==> src/rtl/sao_lcu_feeder_if.sv <==
// SAO input stream: pixel/parameter bus from the LCU feeder into the SAO core,
// with SAO's busy back-pressure flowing the other way.
interface sao_lcu_feeder_if;
    logic        in_en;
    logic [7:0]  din;
    logic [1:0]  sao_type;
    logic [4:0]  sao_band_pos;
    logic        sao_eo_class;
    logic [15:0] sao_offset;
    logic [2:0]  lcu_x;
    logic [2:0]  lcu_y;
    logic        busy;

    modport master (
        output in_en, din, sao_type, sao_band_pos, sao_eo_class, sao_offset,
               lcu_x, lcu_y,
        input  busy
    );

    modport slave (
        input  in_en, din, sao_type, sao_band_pos, sao_eo_class, sao_offset,
               lcu_x, lcu_y,
        output busy
    );
endinterface

==> src/rtl/sao_lcu_feeder.sv <==
// LCU feeder for SAO: reads a raster-order image ROM and a per-LCU parameter
// ROM, and streams pixels in LCU order (LCUs raster, pixels raster inside
// each LCU) with busy back-pressure. A 4-entry skid FIFO plus a bypass path
// hides the 1-cycle ROM latency so a full-rate stream is kept within an LCU.
module sao_lcu_feeder #(
    parameter int IMG_W = 128,
    parameter int IMG_H = 128,
    parameter int AW    = 14
) (
    input  logic             clk,
    input  logic             reset,
    input  logic             start,
    input  logic [1:0]       lcu_size,
    output logic [AW-1:0]    img_addr,
    input  logic [7:0]       img_q,
    output logic [5:0]       par_addr,
    input  logic [23:0]      par_q,
    output logic             done,
    sao_lcu_feeder_if.master sao
);
    localparam int LOG_W = $clog2(IMG_W);
    localparam int DEPTH = 4;

    typedef enum logic [1:0] {IDLE, PARAM, STREAM, FIN} state_t;
    state_t state;

    logic [1:0]  sz;                 // latched min(lcu_size, 2)
    logic [2:0]  lx, ly;             // current LCU column / row
    logic [5:0]  fx, fy;             // next pixel to fetch inside the LCU
    logic        fetching;           // pixels of the current LCU still to fetch
    logic        pending;            // img_q carries a fetched pixel this cycle
    logic        cap_par;            // par_q carries this LCU's parameters
    logic [7:0]  fifo [DEPTH];
    logic [1:0]  wptr, rptr;
    logic [2:0]  cnt;
    logic [11:0] ocnt;               // transfers done inside the current LCU
    logic        valid;
    logic [7:0]  pix;
    logic [1:0]  typ;
    logic [4:0]  band;
    logic        eo;
    logic [15:0] offs;

    logic [5:0]    s_last;
    logic [2:0]    gx_last, gy_last;
    logic [11:0]   px_last;
    logic          last_lcu, xfer, ready, avail, push, pop, issue;
    logic [7:0]    head;
    logic [AW-1:0] row, col;

    // Geometry for the latched LCU size, handshake decode and ROM addresses
    always_comb begin
        s_last   = 6'((16 << sz) - 1);
        gx_last  = 3'((IMG_W >> (4 + int'(sz))) - 1);
        gy_last  = 3'((IMG_H >> (4 + int'(sz))) - 1);
        px_last  = 12'((256 << (2 * int'(sz))) - 1);
        last_lcu = (lx == gx_last) && (ly == gy_last);
        xfer     = valid && !sao.busy;
        ready    = !valid || !sao.busy;
        avail    = (cnt != 3'd0) || pending;
        head     = (cnt != 3'd0) ? fifo[rptr] : img_q;
        pop      = ready && (cnt != 3'd0);
        // A returning pixel skips the FIFO when it can go straight out
        push     = pending && !(ready && (cnt == 3'd0));
        // Never have more pixels stored or in flight than the FIFO can hold
        issue    = fetching && (({1'b0, cnt} + {3'b0, pending}) < 4'(DEPTH));
        row      = (AW'(ly) << (4 + int'(sz))) + AW'(fy);
        col      = (AW'(lx) << (4 + int'(sz))) + AW'(fx);
        img_addr = (row << LOG_W) + col;
        par_addr = 6'((int'(ly) << (LOG_W - 4 - int'(sz))) + int'(lx));
    end

    // Skid storage for pixels that return while the output is stalled
    always_ff @(posedge clk) begin
        if (push) fifo[wptr] <= img_q;
    end

    // Frame FSM, fetch counters, FIFO pointers and the registered output stage
    always_ff @(posedge clk) begin
        if (!reset) begin
            state    <= IDLE;
            sz       <= 2'd0;
            lx       <= 3'd0;
            ly       <= 3'd0;
            fx       <= 6'd0;
            fy       <= 6'd0;
            fetching <= 1'b0;
            pending  <= 1'b0;
            cap_par  <= 1'b0;
            wptr     <= 2'd0;
            rptr     <= 2'd0;
            cnt      <= 3'd0;
            ocnt     <= 12'd0;
            valid    <= 1'b0;
            pix      <= 8'd0;
            typ      <= 2'd0;
            band     <= 5'd0;
            eo       <= 1'b0;
            offs     <= 16'd0;
            done     <= 1'b0;
        end else begin
            done    <= 1'b0;
            cap_par <= 1'b0;
            pending <= issue;
            if (issue) begin
                if (fx == s_last) begin
                    fx <= 6'd0;
                    if (fy == s_last) begin
                        fy       <= 6'd0;
                        fetching <= 1'b0;
                    end else begin
                        fy <= fy + 6'd1;
                    end
                end else begin
                    fx <= fx + 6'd1;
                end
            end
            if (push) wptr <= wptr + 2'd1;
            if (pop)  rptr <= rptr + 2'd1;
            cnt <= 3'(cnt + {2'b0, push} - {2'b0, pop});
            // Output only advances when empty or when SAO takes the pixel
            if (ready) begin
                valid <= avail;
                if (avail) pix <= head;
            end
            // Parameters land together with the first pixel of the LCU
            if (cap_par) begin
                typ  <= par_q[23:22];
                band <= par_q[21:17];
                eo   <= par_q[16];
                offs <= par_q[15:0];
            end
            case (state)
                IDLE: begin
                    if (start) begin
                        sz       <= (lcu_size == 2'd3) ? 2'd2 : lcu_size;
                        lx       <= 3'd0;
                        ly       <= 3'd0;
                        ocnt     <= 12'd0;
                        fetching <= 1'b1;
                        state    <= PARAM;
                    end
                end
                PARAM: begin
                    cap_par <= 1'b1;
                    state   <= STREAM;
                end
                STREAM: begin
                    if (xfer) begin
                        if (ocnt == px_last) begin
                            ocnt <= 12'd0;
                            if (last_lcu) begin
                                done  <= 1'b1;
                                state <= FIN;
                            end else begin
                                if (lx == gx_last) begin
                                    lx <= 3'd0;
                                    ly <= ly + 3'd1;
                                end else begin
                                    lx <= lx + 3'd1;
                                end
                                fetching <= 1'b1;
                                state    <= PARAM;
                            end
                        end else begin
                            ocnt <= ocnt + 12'd1;
                        end
                    end
                end
                FIN:     state <= IDLE;
                default: state <= IDLE;
            endcase
        end
    end

    assign sao.in_en        = valid;
    assign sao.din          = pix;
    assign sao.sao_type     = typ;
    assign sao.sao_band_pos = band;
    assign sao.sao_eo_class = eo;
    assign sao.sao_offset   = offs;
    assign sao.lcu_x        = lx;
    assign sao.lcu_y        = ly;
endmodule

==> src/flat_wrapper.sv <==
// flat-port wrapper written by rule: the top's interface ports become plain ports
module sao_lcu_feeder_flat 
#(
    parameter int IMG_W = 128,
    parameter int IMG_H = 128,
    parameter int AW    = 14
)
  (clk, reset, start, lcu_size, img_addr, img_q, par_addr, par_q, done, sao_in_en, sao_din, sao_sao_type, sao_sao_band_pos, sao_sao_eo_class, sao_sao_offset, sao_lcu_x, sao_lcu_y, sao_busy);
  sao_lcu_feeder_if sao_i ();
  input  logic clk;
  input  logic reset;
  input  logic start;
  input  logic [1:0] lcu_size;
  output logic [AW-1:0] img_addr;
  input  logic [7:0] img_q;
  output logic [5:0] par_addr;
  input  logic [23:0] par_q;
  output logic done;
  output wire logic [$bits(sao_i.in_en)-1:0] sao_in_en;
  output wire logic [$bits(sao_i.din)-1:0] sao_din;
  output wire logic [$bits(sao_i.sao_type)-1:0] sao_sao_type;
  output wire logic [$bits(sao_i.sao_band_pos)-1:0] sao_sao_band_pos;
  output wire logic [$bits(sao_i.sao_eo_class)-1:0] sao_sao_eo_class;
  output wire logic [$bits(sao_i.sao_offset)-1:0] sao_sao_offset;
  output wire logic [$bits(sao_i.lcu_x)-1:0] sao_lcu_x;
  output wire logic [$bits(sao_i.lcu_y)-1:0] sao_lcu_y;
  input wire logic [$bits(sao_i.busy)-1:0] sao_busy;
  assign sao_in_en = sao_i.in_en;
  assign sao_din = sao_i.din;
  assign sao_sao_type = sao_i.sao_type;
  assign sao_sao_band_pos = sao_i.sao_band_pos;
  assign sao_sao_eo_class = sao_i.sao_eo_class;
  assign sao_sao_offset = sao_i.sao_offset;
  assign sao_lcu_x = sao_i.lcu_x;
  assign sao_lcu_y = sao_i.lcu_y;
  assign sao_i.busy = sao_busy;
  sao_lcu_feeder #(.IMG_W(IMG_W), .IMG_H(IMG_H), .AW(AW)) u_core (.clk(clk), .reset(reset), .start(start), .lcu_size(lcu_size), .img_addr(img_addr), .img_q(img_q), .par_addr(par_addr), .par_q(par_q), .done(done), .sao(sao_i));
endmodule
==> config.mk <==
export PLATFORM = sky130hd
export DESIGN_NAME = sao_lcu_feeder_flat
export DESIGN_NICKNAME = d
export VERILOG_FILES = /design/src/rtl/sao_lcu_feeder_if.sv /design/src/rtl/sao_lcu_feeder.sv /design/src/flat_wrapper.sv
export SDC_FILE = /design/constraint.sdc
export NUM_CORES = 1
export LEC_CHECK = 0
export CAP_MARGIN = 20
export CORE_MARGIN = 2
export CORE_UTILIZATION = 59
export CTS_BUF_LIST = sky130_fd_sc_hd__clkbuf_4
export DETAILED_ROUTE_END_ITERATION = 10
export PLACE_DENSITY = 0.88
export SKIP_LAST_GASP = 1
export SYNTH_ARGS = -nofsm -noshare
export SYNTH_HDL_FRONTEND = slang
export SYNTH_SLANG_ARGS = --single-unit
==> constraint.sdc <==
create_clock -name clk -period 6.15 [get_ports clk]
set_input_delay 0.9225 -clock clk [delete_from_list [all_inputs] [get_ports clk]]
set_output_delay 0.9225 -clock clk [all_outputs]
set_load 0.005 [all_outputs]
==> flow_summary_export.csv <==
group,metric,value,unit
placed_design,dp_slack,2.21,ns
sta,hold_viol,0,
finish,diodes,0,
finish,syn_to_final_growth,20.9,%
clocking,h-tree-depth,3,
synth,synth_nets,603,
synth,yosysSeqAreaShare,47.1,%
global_routing,first_global_vias,4193,
synth,async_reset_ff_share,0,%
global_routing,antenna_found_initial,0,
clocking,tritoncts,"done",
hold_path,holdPathEnd,"u_core.fetching$_SDFF_PN0_",
sta,slew_headroom,43.4,%
finish,mostFrequentLayoutCell,"clkdlybuf4s50_1",
finish,nFillCells,682,
placed_design,routabilityCongestion,0.944,
die,fp.dieW,100,µm
worst_setup_path,startpoint,"u_core.sz[1]$_SDFFE_PN0P_",
sta,tightest_slew,0.848,ns
sta,finalWorstSetupSlack,1.67,ns
sta,rsz0062_at_grt,"false",
synth,synth.area.top_cells,"dfxtp_1 29%, edfxtp_1 18%, mux2i_1 5.7%, nor2_1 5.1%, ha_1 5.1%",
sta,period_needed,4.48,ns
power,power,0.00168,W
finish,multi_input_area,2660,µm²
die,die-area,10000,µm²
route,drc_errors,0,
route,wire_per_inst,15.7,µm
run,maxCapViolCount,0,
synth,yosysWarnings,0,
clocking,cts-buffers-inserted,9,
power,p_per_area,256,nW/µm²
synth,synthesis.area,5440,µm²
route,final_antenna_net_count,0,
die,placementRows,35,
hold_path,hold_depth,2,
synth,ys.flop_type,"dfxtp_1",
route,via_count,4220,
die,start_util,59.7,%
route,drt-total-wl,11500,µm
placed_design,post-dp-hpwl,8350,µm
status,status,"finished, final reports clean",
worst_setup_path,worst_setup_path_end_kind,"output port",
die,core-area,9110,µm²
route,drtPass1Iterations,4,
sta,max_freq,0.223,GHz
finish,seqCellArea,2560,µm²
synth,ys_types,54,
route,drtIter0Drc,220,
worst_setup_path,cpPeakStageDelay,0.90,ns
die,num_io_pins,98,
sta,fin_skew,0.0178,ns
clocking,clock-root-buffer,"clkbuf_4",
route,viasPerCell,5.73,
worst_setup_path,slowest_stage,"dfxtp_1",
hold_path,hold_class,"reg -> reg",
worst_setup_path,r2r_start,"u_core.sz[1]$_SDFFE_PN0P_",
worst_setup_path,start_kind,"register",
clocking,cts_resized,0,
finish,drive_above_1_share,6.24,%
synth,avgSynthCellArea,10.1,µm²
global_routing,grt_overflow,0,
power,power_leakage,2.47,nW
worst_setup_path,arrival,3.55,ns
worst_setup_path,path_class,"reg -> out",
placed_design,io_buffers,97,
worst_setup_path,crit_fanout,28,
worst_setup_path,r2r_cells,9,
clocking,clk_pin_slew,0.16,ns
clocking,clk_latency,0.46,ns
synth,synth_seq_cells,112,
clocking,clkSinkCount,112,
global_routing,grt_max_degree,30,
sta,finalCritPeriodShare,72.8,%
clocking,cts_buffer_depth,2,
finish,layout_common_cells,"97 x clkdlybuf4s50_1, 80 x dfxtp_1, 74 x nor2_1, 48 x nand2_1, 32 x edfxtp_1",
finish,fin_nets,684,
hold_path,hold_start,"u_core.fetching$_SDFF_PN0_",
synth,synth_cells,539,
sta,setup_viol,0,
global_routing,grt_pass1_wl,18900,µm
worst_setup_path,crit_chain,"mux2_2, nand2_1, o31ai_1, ha_1, a31oi_1, o21bai_1, a21oi_1, xnor2_1, clkdlybuf4s50_1",
synth,synth.top_cell.area_share,29.4,%
clocking,cts_setup_buffers,0,
synth,synth_edf_count,32,
sta,maxSlewViolCount,0,
worst_setup_path,r2r_slack,3.11,ns
worst_setup_path,cp.required,5.23,ns
global_routing,grt_usage,23.6,%
synth,synth_top_cell_by_area,"dfxtp_1",
die,chipHeight,100,µm
worst_setup_path,r2r_end,"u_core.sao.lcu_y[2]$_SDFFE_PN0P_",
power,ir_worst_vdd,0.000247,V
sta,finalSetupTns,0,ns
clocking,cts_hold_buf,0,
## metrics by stage
stage | cell area (µm²) | hold WS (ns) | std cells | util, %
after global routing | 6580 | 0.549 | 736 | 72.2
after floorplan | 5440 | 0.459 | 539 | -
final | 6580 | 0.509 | 736 | 72.2
after detailed placement | 6430 | 0.485 | 719 | 70.5
after global placement | 6430 | 0.472 | 719 | 70.5
after CTS | 6570 | 0.510 | 735 | 72.1
## how the worst max path moves through the flow
stage                         to  slack [ns]  cells past startpoint
floorplan           img_addr[10]        2.84                     10
global placement    img_addr[10]        2.32                      9
detailed placement  img_addr[10]        2.21                      9
CTS                 img_addr[10]        1.69                      9
global route        img_addr[10]        1.44                      9
finish              img_addr[10]        1.67                      9
## layout make-up
class	count	share of cell area (%)
multi-input cells	378	40.5
flip-flops and latches	112	39.0
repair buffers	101	15.2
well taps	111	2.11
clock inverters	7	1.12
clock buffers	9	1.03
inverters	18	1.03
## cells in the mapped netlist (9+ instances only)
cell type and number:
inv_1 16, nor2_1 74, dfxtp_1 80, ha_1 22, mux2i_1 31, clkbuf_1 22
a21oi_1 23, nand3_1 16, xor2_1 21, nand4_1 11, edfxtp_1 32, and3_1 11
nand2_1 48, nand2b_1 9, o21ai_0 14, xnor2_1 17
## registers in the layout, indices dropped and copies added, names as in the netlist, 5 cells and up, named ones only
signal,count
u_core.sao.sao_band_pos,5
u_core.fy,6
u_core.fx,6
u_core.sao.sao_offset,16
u_core.sao.din,8
u_core.ocnt,12
u_core.fifo,32
## worst max-delay path, delay by kind of cell, from the launching register on
kind,cells,cell delay (ns)
flops,1,0.90
compound gates,4,0.67
buf+inv,1,0.52
mux,1,0.42
fa+ha+maj,1,0.39
xor+xnor,1,0.13
simple gates,1,0.07
## cell families (layout without fill, tap and decap cells)
kind of cell / after synthesis / in the layout / synth area share (%)
AO/OA/AOI/OAI: 65 / 65 / 7.89
multiplexers: 41 / 41 / 9.43
XOR/XNOR: 38 / 38 / 6.12
adder cells (fa/ha/maj): 26 / 26 / 6.53
flip-flops: 112 / 112 / 47.1
buffers and inverters: 49 / 135 / 3.91
AND/OR/NAND/NOR: 208 / 208 / 19.0
## power by group
part	switching [W]	internal [W]	leakage, nW	total [W]
clock	0.000258	0.0000962	0.0773	0.000354
combinational	0.000206	0.000227	1.45	0.000433
sequential	0.0000713	0.000826	0.939	0.000898
total	0.000535	0.00115	2.47	0.00168
## per-layer routing
layer / GRT usage [%] / wire length [µm] / up-vias
met3: 4.32 / 496 / 28
met1: 27.8 / 4640 / 2021
li1: - / - / 2052
met5: 0 / 0 / -
met4: 8.85 / 269 / 0
met2: 43.0 / 6110 / 119
Note: power is estimated with default switching activity, not from simulation.
